[config.mk]
export PLATFORM = sky130hd
export DESIGN_NAME = mdio_master
export DESIGN_NICKNAME = d
export VERILOG_FILES = /design/src/rtl/mdio_master.sv
export SDC_FILE = /design/constraint.sdc
export NUM_CORES = 1
export LEC_CHECK = 0
export CORE_MARGIN = 3
export CORE_UTILIZATION = 35
export DETAILED_ROUTE_END_ITERATION = 7
export GPL_ROUTABILITY_DRIVEN = 0
export GPL_TIMING_DRIVEN = 0
export PLACE_DENSITY = 0.66
export SLEW_MARGIN = 20
export SYNTH_ARGS = -nofsm -noshare
export SYNTH_HDL_FRONTEND = slang
export SYNTH_SLANG_ARGS = --single-unit
[constraint.sdc]
create_clock -name clock -period 2.85 [get_ports clock]
set_clock_uncertainty 0.05 [all_clocks]
set_input_delay 0.4275 -clock clock [delete_from_list [all_inputs] [get_ports clock]]
set_output_delay 0.4275 -clock clock [all_outputs]
set_load 0.03 [all_outputs]
[src/rtl/mdio_master.sv]
// mdio_master: Clause-22 MDIO master that serialises PHY register read/write frames.
//
// Ports:
//   clock, reset      system clock, asynchronous active-high reset
//   cmd_*             command request (valid/ready handshake); fields latched on acceptance
//   rsp_valid         one-cycle pulse at the end of every frame
//   rsp_rdata         read data (0 after a write); holds until the next acceptance
//   rsp_error         read only: PHY left the second turnaround bit high
//   busy              high from the cycle after acceptance through the rsp_valid cycle
//   eth_mdc           management clock, low outside frames
//   eth_mdio_o/_t/_i  IOBUF I / T (1 = released) / O
module mdio_master #(
   parameter int CLK_DIV       = 25,
   parameter int PREAMBLE_BITS = 32
) (
   input  logic        clock,
   input  logic        reset,
   input  logic        cmd_valid,
   output logic        cmd_ready,
   input  logic        cmd_write,
   input  logic [4:0]  cmd_phy_addr,
   input  logic [4:0]  cmd_reg_addr,
   input  logic [15:0] cmd_wdata,
   output logic        rsp_valid,
   output logic [15:0] rsp_rdata,
   output logic        rsp_error,
   output logic        busy,
   output logic        eth_mdc,
   output logic        eth_mdio_o,
   output logic        eth_mdio_t,
   input  logic        eth_mdio_i
);
   localparam int DIV_W = $clog2(CLK_DIV);
   localparam logic [DIV_W-1:0] DIV_LAST = DIV_W'(CLK_DIV - 1);

   if (CLK_DIV < 4) begin : g_bad_div
      $error("mdio_master: CLK_DIV must be >= 4");
   end
   if (PREAMBLE_BITS < 0 || PREAMBLE_BITS > 32) begin : g_bad_pre
      $error("mdio_master: PREAMBLE_BITS must be 0..32");
   end

   typedef enum logic [2:0] {IDLE, PREAMBLE, HEADER, TA, DATA, DONE} state_t;

   state_t            state_q, state_d;
   logic [5:0]        cnt_q, cnt_d;
   logic [DIV_W-1:0]  div_q, div_d;
   logic              ph_q, ph_d;
   logic [1:0]        sync_q, sync_d;
   logic              write_q, write_d;
   logic [4:0]        phy_q, phy_d;
   logic [4:0]        reg_q, reg_d;
   logic [15:0]       wdata_q, wdata_d;
   logic [15:0]       rdata_q, rdata_d;
   logic              err_q, err_d;
   logic              rsp_valid_q, rsp_valid_d;
   logic              busy_q, busy_d;
   logic              mdc_q, mdc_d;
   logic              mdio_o_q, mdio_o_d;
   logic              mdio_t_q, mdio_t_d;
   logic              accept, end_bit, smp, in_frame;
   logic [13:0]       hdr;

   assign cmd_ready  = state_q == IDLE;
   assign rsp_valid  = rsp_valid_q;
   assign rsp_rdata  = rdata_q;
   assign rsp_error  = err_q;
   assign busy       = busy_q;
   assign eth_mdc    = mdc_q;
   assign eth_mdio_o = mdio_o_q;
   assign eth_mdio_t = mdio_t_q;

   always_comb begin
      accept  = cmd_valid && state_q == IDLE;
      // a bit ends on the last clock of its MDC high phase
      end_bit = ph_q && div_q == DIV_LAST;
      smp     = sync_q[1];
      sync_d  = {sync_q[0], eth_mdio_i};
      write_d = accept ? cmd_write : write_q;
      phy_d   = accept ? cmd_phy_addr : phy_q;
      reg_d   = accept ? cmd_reg_addr : reg_q;
      wdata_d = accept ? cmd_wdata : wdata_q;
      div_d   = div_q == DIV_LAST ? '0 : div_q + 1'b1;
      ph_d    = div_q == DIV_LAST ? ~ph_q : ph_q;
      state_d = state_q;
      cnt_d   = end_bit ? cnt_q + 6'd1 : cnt_q;
      rdata_d = rdata_q;
      err_d   = err_q;
      case (state_q)
         IDLE: begin
            div_d = '0;
            ph_d  = 1'b0;
            cnt_d = '0;
            if (accept) begin
               state_d = PREAMBLE_BITS == 0 ? HEADER : PREAMBLE;
               rdata_d = '0;
               err_d   = 1'b0;
            end
         end
         PREAMBLE: if (end_bit && cnt_q == 6'(PREAMBLE_BITS - 1)) begin
            state_d = HEADER;
            cnt_d   = '0;
         end
         HEADER: if (end_bit && cnt_q == 6'd13) begin
            state_d = TA;
            cnt_d   = '0;
         end
         TA: if (end_bit && cnt_q == 6'd1) begin
            // a responding PHY pulls the second turnaround bit low
            err_d   = !write_q && smp;
            state_d = DATA;
            cnt_d   = '0;
         end
         DATA: if (end_bit) begin
            rdata_d = write_q ? rdata_q : {rdata_q[14:0], smp};
            state_d = cnt_q == 6'd15 ? DONE : DATA;
         end
         default: begin
            state_d = IDLE;
            div_d   = '0;
            ph_d    = 1'b0;
            cnt_d   = '0;
         end
      endcase
      // outputs are derived from the next state so they change on the first cycle of each bit
      in_frame    = state_d inside {PREAMBLE, HEADER, TA, DATA};
      hdr         = {2'b01, write_d ? 2'b01 : 2'b10, phy_d, reg_d};
      mdc_d       = in_frame && ph_d;
      mdio_t_d    = !(state_d == PREAMBLE || state_d == HEADER || (write_d && (state_d == TA || state_d == DATA)));
      mdio_o_d    = mdio_t_d ? 1'b1 :
                    state_d == HEADER ? hdr[4'd13 - cnt_d[3:0]] :
                    state_d == TA     ? ~cnt_d[0] :
                    state_d == DATA   ? wdata_d[4'd15 - cnt_d[3:0]] : 1'b1;
      rsp_valid_d = state_d == DONE;
      busy_d      = state_d != IDLE;
   end

   always_ff @(posedge clock or posedge reset) begin
      if (reset) begin
         state_q     <= IDLE;
         cnt_q       <= '0;
         div_q       <= '0;
         ph_q        <= 1'b0;
         sync_q      <= 2'b11;
         write_q     <= 1'b0;
         phy_q       <= '0;
         reg_q       <= '0;
         wdata_q     <= '0;
         rdata_q     <= '0;
         err_q       <= 1'b0;
         rsp_valid_q <= 1'b0;
         busy_q      <= 1'b0;
         mdc_q       <= 1'b0;
         mdio_o_q    <= 1'b1;
         mdio_t_q    <= 1'b1;
      end else begin
         state_q     <= state_d;
         cnt_q       <= cnt_d;
         div_q       <= div_d;
         ph_q        <= ph_d;
         sync_q      <= sync_d;
         write_q     <= write_d;
         phy_q       <= phy_d;
         reg_q       <= reg_d;
         wdata_q     <= wdata_d;
         rdata_q     <= rdata_d;
         err_q       <= err_d;
         rsp_valid_q <= rsp_valid_d;
         busy_q      <= busy_d;
         mdc_q       <= mdc_d;
         mdio_o_q    <= mdio_o_d;
         mdio_t_q    <= mdio_t_d;
      end
   end
endmodule

======== After elaboration in Yosys (flattened, before gate mapping) ========
Cells that the tools add are included.
operators by class
  add/subtract/negate cells ............... 4
  $lt $le $gt $ge ......................... 2
  equality and inequality tests ........... 18
  multiplexer cells ....................... 36
  bitwise operators ....................... 2
  reduce and logical (&&, ||, !) cells .... 21
operator list
  cell                 count
  $mux 16              4
  $pmux 16 s2          1
  $mux 6               4
  $pmux 6 s4           1
  $mux 5               4
  $mux 3               5
  $pmux 3 s5           1
  $eq 3x2->1 const B   4
  $eq 6x4->1 const B   2
  $mux 1               12
  $lt 4x5->1 const B   2
  $eq 3x3->1 const B   3
  $bmux 1 s4           2
  $logic_and 1x1->1    8
  $sub 4x4->4 const A  2
  $add 6x1->6 const B  1
  $eq 3x1->1 const B   2
  $eq 6x1->1 const B   1
  $eq 6x5->1 const B   1
  $ne 2x2->1 const B   3
  $add 5x1->5 const B  1
  $eq 5x5->1 const B   1
  $reduce_and 4->1     1
  $reduce_bool 2->1    2
  11 further kinds     15
storage, ports and cells
  register bits after elaboration ......... 66
  input bits .............................. 31
  output and inout port bits .............. 23

======== Longest topological paths before layout ========
  depth in word-level cells ............... 12
  gate-level depth with buffers ........... 16

======== Worst setup path before layout ========
OpenSTA, ideal clock, no wires.
  path type ............................... reg2reg
  from .................................... reg div_q[0]
  to ...................................... reg mdio_o_q, in the netlist eth_mdio_o
  library setup time ...................... 0.097 ns
  arrival time ............................ 2.960 ns
  required time ........................... 2.703 ns
  path slack .............................. -0.257 ns
  cell stages (with the launch flop) ...... 16
  period minus slack after synthesis ...... 3.107 ns
  cell sequence ........................... dfrtp_1 inv_1 ha_1 nand4b_1 inv_1 ha_1 buf_2 and4bb_1 o21ai_1 nand3_1 a21oi_1 ha_1 a311o_1 o2111ai_1 a21oi_1 nor4_1
between the ends
  cells in the longest elaborated chain, start to end .. 12
  elaborated cells between the ends (all ways) .. 34
  classes of those cells .................. 2 x add/sub; 5 x eq/ne; 18 x mux; 1 x bitwise; 8 x reduce/logical
ends and longest elaborated chain
  what                            RTL line       text
  start: declaration              47             logic [DIV_W-1:0] div_q, div_d;
  start signal: assignment        159            div_q <= div_d;
  $eq 5x5->1 *                    76             end_bit = ph_q && div_q == DIV_LAST;
  $logic_and 1x1->1 *             76
  $mux 6 (tied with other cells)  86             cnt_d = end_bit ? cnt_q + 6'd1 : cnt_q;
  $mux 6 (on tied branches)       108, 100, 104
  $pmux 6 s4 *                    89             case (state_q)
  via cnt_d[2]                    46             logic [5:0] cnt_q, cnt_d;
  $sub 4x4->4                     133            state_d == DATA ? wdata_d[4'd15 - cnt_d[3:0]] : 1'b1;
  $bmux 1 s4                      133
  $mux 1 (implied by the code)    133
  $mux 1                          133
  $mux 1                          132            state_d == TA ? ~cnt_d[0] :
  $mux 1 *                        131            state_d == HEADER ? hdr[4'd13 - cnt_d[3:0]] :
  $mux 1 *                        130            mdio_o_d = mdio_t_d ? 1'b1 :
  via mdio_o_d                    59             logic mdio_o_q, mdio_o_d;
  end signal: assignment          171            mdio_o_q <= mdio_o_d;
  end: declaration                59
Mark *: on every way through the listed nets, which the timed path passes. The rest lies on a longest branch. The select of a mux whose other input is x is not followed.
A chain may end at the register's enable or synchronous reset.

======== Worst setup path in the final report ========
  from .................................... reg div_q[1]
  to ...................................... reg mdio_o_q, in the netlist eth_mdio_o
Same word-level chain as after synthesis.

==> results.yml <==
global_route:
  use_met1_pct: 19.63
  busiest_layer: "met2"
  grt_remaining_overflow: 0
  grt_pass1_vias: 2776
  grt_first_pass_wirelength_um: 13500
  use_met3_pct: 3.676
  antenna_found_initial: 0
  grt_start_max_net_pins: 46
  gr-usage-all-layers_pct: 15.42
  grt_use_met2_pct: 25.39
power:
  powerDensity_nw_per_um2: 651.9
  vdd_ir_drop_max_mv: 0.4384
  leakagePower_nw: 1.916
setup_path:
  critPathTopFamily: "simple AND/OR/NAND/NOR gates"
  crit_slowest_cell: "or3_4"
  cp.required_ns: 3.06
  cp_cell_sequence: "inv_1 > ha_1 > nand4b_1 > inv_1 > ha_2 > nand2_2 > or3_4 > a21o_4 > o21ai_4 > inv_4 > buf_4 > or3_4 > a2111oi_4 > nor4_2"
  critical_path_class: "register to register"
  worst-path-buf-inv: 4
  crit_path_start: "div_q[1]"
  cp-end-kind: "register"
  reg2reg_to: "eth_mdio_o"
  reg2reg_slack_ns: -0.17
  rr_worst_depth: 14
  critical_path.max_stage_delay_ns: 0.40
  cp_data_arrival_time_ns: 3.23
  cp_max_fo: 3
  start_kind: "register"
  rr_startpoint: "div_q[1]"
clocking:
  hold_buffers: 0
  cts_tree: "yes"
  cts_root_buf: "clkbuf_8"
  numCtsBuffers: 9
  clk_latency_ns: 0.34
  cts.htree.levels: 3
  clockBufferDepth: 2
  clkTransAtPathRegs_ns: 0.08
  cts.sinks: 66
synth:
  syn_area_um2: 3351
  yosys_warnings: 0
  ys_types: 57
  ys_ff_latch: 66
  synth-edff-count: 0
  synth-async-reset-ratio_pct: 100.0
  synthFlopType: "dfrtp_1"
  syn_nets: 405
  synthCells: 367
  synth_area_per_cell_um2: 9.130
  seq_area_frac_synth_pct: 49.44
layout:
  drive_gt1_share_pct: 15.73
  n_antenna_cell: 0
  seq_area_um2: 1657
  syn_to_final_growth_pct: 32.75
  final_util_pct: 47.91
  n_fill_cell: 906
  instances_no_fill: 574
  multi_input_area_um2: 1633
  layout.nets: 478
min_path:
  hold_depth: 0
  hp-class: "register to register"
  holdPathEnd: "sync_q[1]"
  hp-start: "sync_q[0]"
placed_design:
  numPortBuffers: 53
  place_hpwl_um: 5816
  placed_cells: 550
sta:
  fin_crit_sh_pct: 106.0
  setup_viol: 1
  worst_pin_slew_ns: 0.5440
  rsz0062_at_grt: "true"
  fmax_ghz: 0.3311
  hold_viol: 0
  layout_setup_ws_ns: -0.1705
  slew_viol_final: 0
  tns_ns: -0.1705
  min_period_ns: 3.020
  slew-limit-headroom_pct: 63.73
routing:
  drtAntennaViolNets: 0
  vias: 2802
  vias_per_cell: 4.882
  drc: 0
  totalWireLength_um: 8041
  drt-pass1-iter-count: 4
  routedWlPerCell_um: 14.01
  first_iter_violations: 126
run_status:
  status: "finished with violations"
  violations: "setup timing"
run:
  drv_cap: 0
floorplanning:
  die_w_um: 103.8
  num_rows: 35
  start_util_pct: 36.09
  core_area_um2: 9284
  die_height_um: 103.8
  num_io_pins: 54
  die-area_um2: 10780
## power by group
part / switching [mW] / internal (mW)
registers: 0.0842 / 1.17
logic: 0.508 / 0.335
clock network: 0.369 / 0.433
total: 0.962 / 1.94
## stage by stage
stage          worst slack, ns  hold WS (ns)  instance area (um^2)  total power [mW]
5_1_grt                -0.2636        0.3107                  4448             3.101
6_report               -0.1705        0.3028                  4448             2.900
3_3_place_gp           -0.5323        0.3000                  4081             2.030
4_1_cts                -0.2134        0.3071                  4428             2.911
3_5_place_dp           -0.5736        0.2994                  4111             2.073
2_1_floorplan          0.01425        0.2952                  3390             1.817
## worst max path at each step
stage / cells after the start / to
global route: 14 / eth_mdio_o
global placement: 15 / eth_mdio_o
finish: 14 / eth_mdio_o
CTS: 15 / eth_mdio_o
detailed placement: 15 / eth_mdio_o
floorplan: 15 / eth_mdio_o
## timing repair
item	4_1_cts	5_1_grt
endpoints found under the setup margin	1	2
resized for setup	12	2
pin swaps	6	2
buffers inserted	8	1
## cell type report
cell class / count / area share [%]
buffer: 17 / 2.053
clock buffer: 11 / 3.179
clock inverter: 5 / 1.406
inverter: 19 / 1.716
multi-input combinational: 264 / 36.71
sequential: 66 / 37.24
tap: 129 / 3.629
timing repair buffer: 63 / 14.06
## kinds of logic (layout without fill, tap and decap cells)
| group | count (synthesis) | in the layout | share of synthesized area (%) |
|---|---|---|---|
| AOI/OAI and AO/OA | 67 | 67 | 13.74 |
| xor gates and xnor gates | 12 | 12 | 3.137 |
| adders and majority gates | 7 | 7 | 2.614 |
| buffers and inverters | 37 | 115 | 4.855 |
| DFF | 66 | 66 | 49.44 |
| muxes | 10 | 10 | 3.025 |
| and+or+nand+nor | 168 | 168 | 23.19 |
## cell usage in the layout (no fill, tap or decap), types with 9 or more instances in the layout
cell type,instances
inv_1,15
nand2_1,107
a21oi_1,10
buf_4,10
o21ai_0,22
dfrtp_1,62
mux2i_1,9
clkbuf_8,10
nor2_1,17
clkdlybuf4s50_1,53
## synthesized netlist by cell type (2+ instances only)
library cell | n | area [um^2]
nand2_1 | 108 | 405.4
dfrtp_1 | 62 | 1551
o21ai_0 | 22 | 110.1
nor2_1 | 17 | 63.81
inv_1 | 16 | 60.06
a21oi_1 | 14 | 70.07
mux2i_1 | 9 | 90.09
buf_2 | 8 | 40.04
clkbuf_1 | 7 | 26.28
ha_1 | 7 | 87.58
nand3_1 | 6 | 30.03
xnor2_1 | 6 | 52.55
xor2_1 | 6 | 52.55
and3_1 | 5 | 31.28
or3_1 | 5 | 31.28
dfstp_2 | 4 | 105.1
nor3_1 | 4 | 20.02
a31oi_1 | 3 | 18.77
nand4_1 | 3 | 18.77
o2111ai_1 | 3 | 26.28
o211ai_1 | 3 | 22.52
a211oi_1 | 2 | 15.01
a21boi_0 | 2 | 15.01
a21o_1 | 2 | 15.01
a221oi_1 | 2 | 17.52
and2_1 | 2 | 12.51
inv_2 | 2 | 7.510
nand2b_1 | 2 | 12.51
nor4_1 | 2 | 12.51
o21ai_1 | 2 | 10.01
o21ai_4 | 2 | 32.53
o221ai_1 | 2 | 17.52
o2bb2ai_1 | 2 | 17.52
or3_4 | 2 | 22.52
## registers in the layout, summed over array words and instances, names as in the netlist
name and cells:
phy_q 5, eth_mdio_o 1, cnt_q 6, rsp_rdata 16
write_q 1, eth_mdc 1, reg_q 5, sync_q 2
busy 1, state_q 3, div_q 5, ph_q 1
rsp_error 1, rsp_valid 1, eth_mdio_t 1, wdata_q 16
## worst register-to-register path, cell delays in order (launching register included)
cell and delay (ns):
dfrtp_1 0.38, inv_1 0.06, ha_1 0.13, nand4b_1 0.13, inv_1 0.11, ha_2 0.19, nand2_2 0.06, or3_4 0.37
a21o_4 0.24, o21ai_4 0.21, inv_4 0.07, buf_4 0.15, or3_4 0.40, a2111oi_4 0.31, nor4_2 0.09
## layer usage
layer / share of wire (%) / up-vias / wire, um
met5: 0 / - / 0
met2: 50 / 64 / 3996
met1: 44 / 1336 / 3569
met3: 4.2 / 11 / 334
li1: - / 1391 / -
met4: 1.7 / 0 / 140
Note: power is estimated with default switching activity, not from simulation.
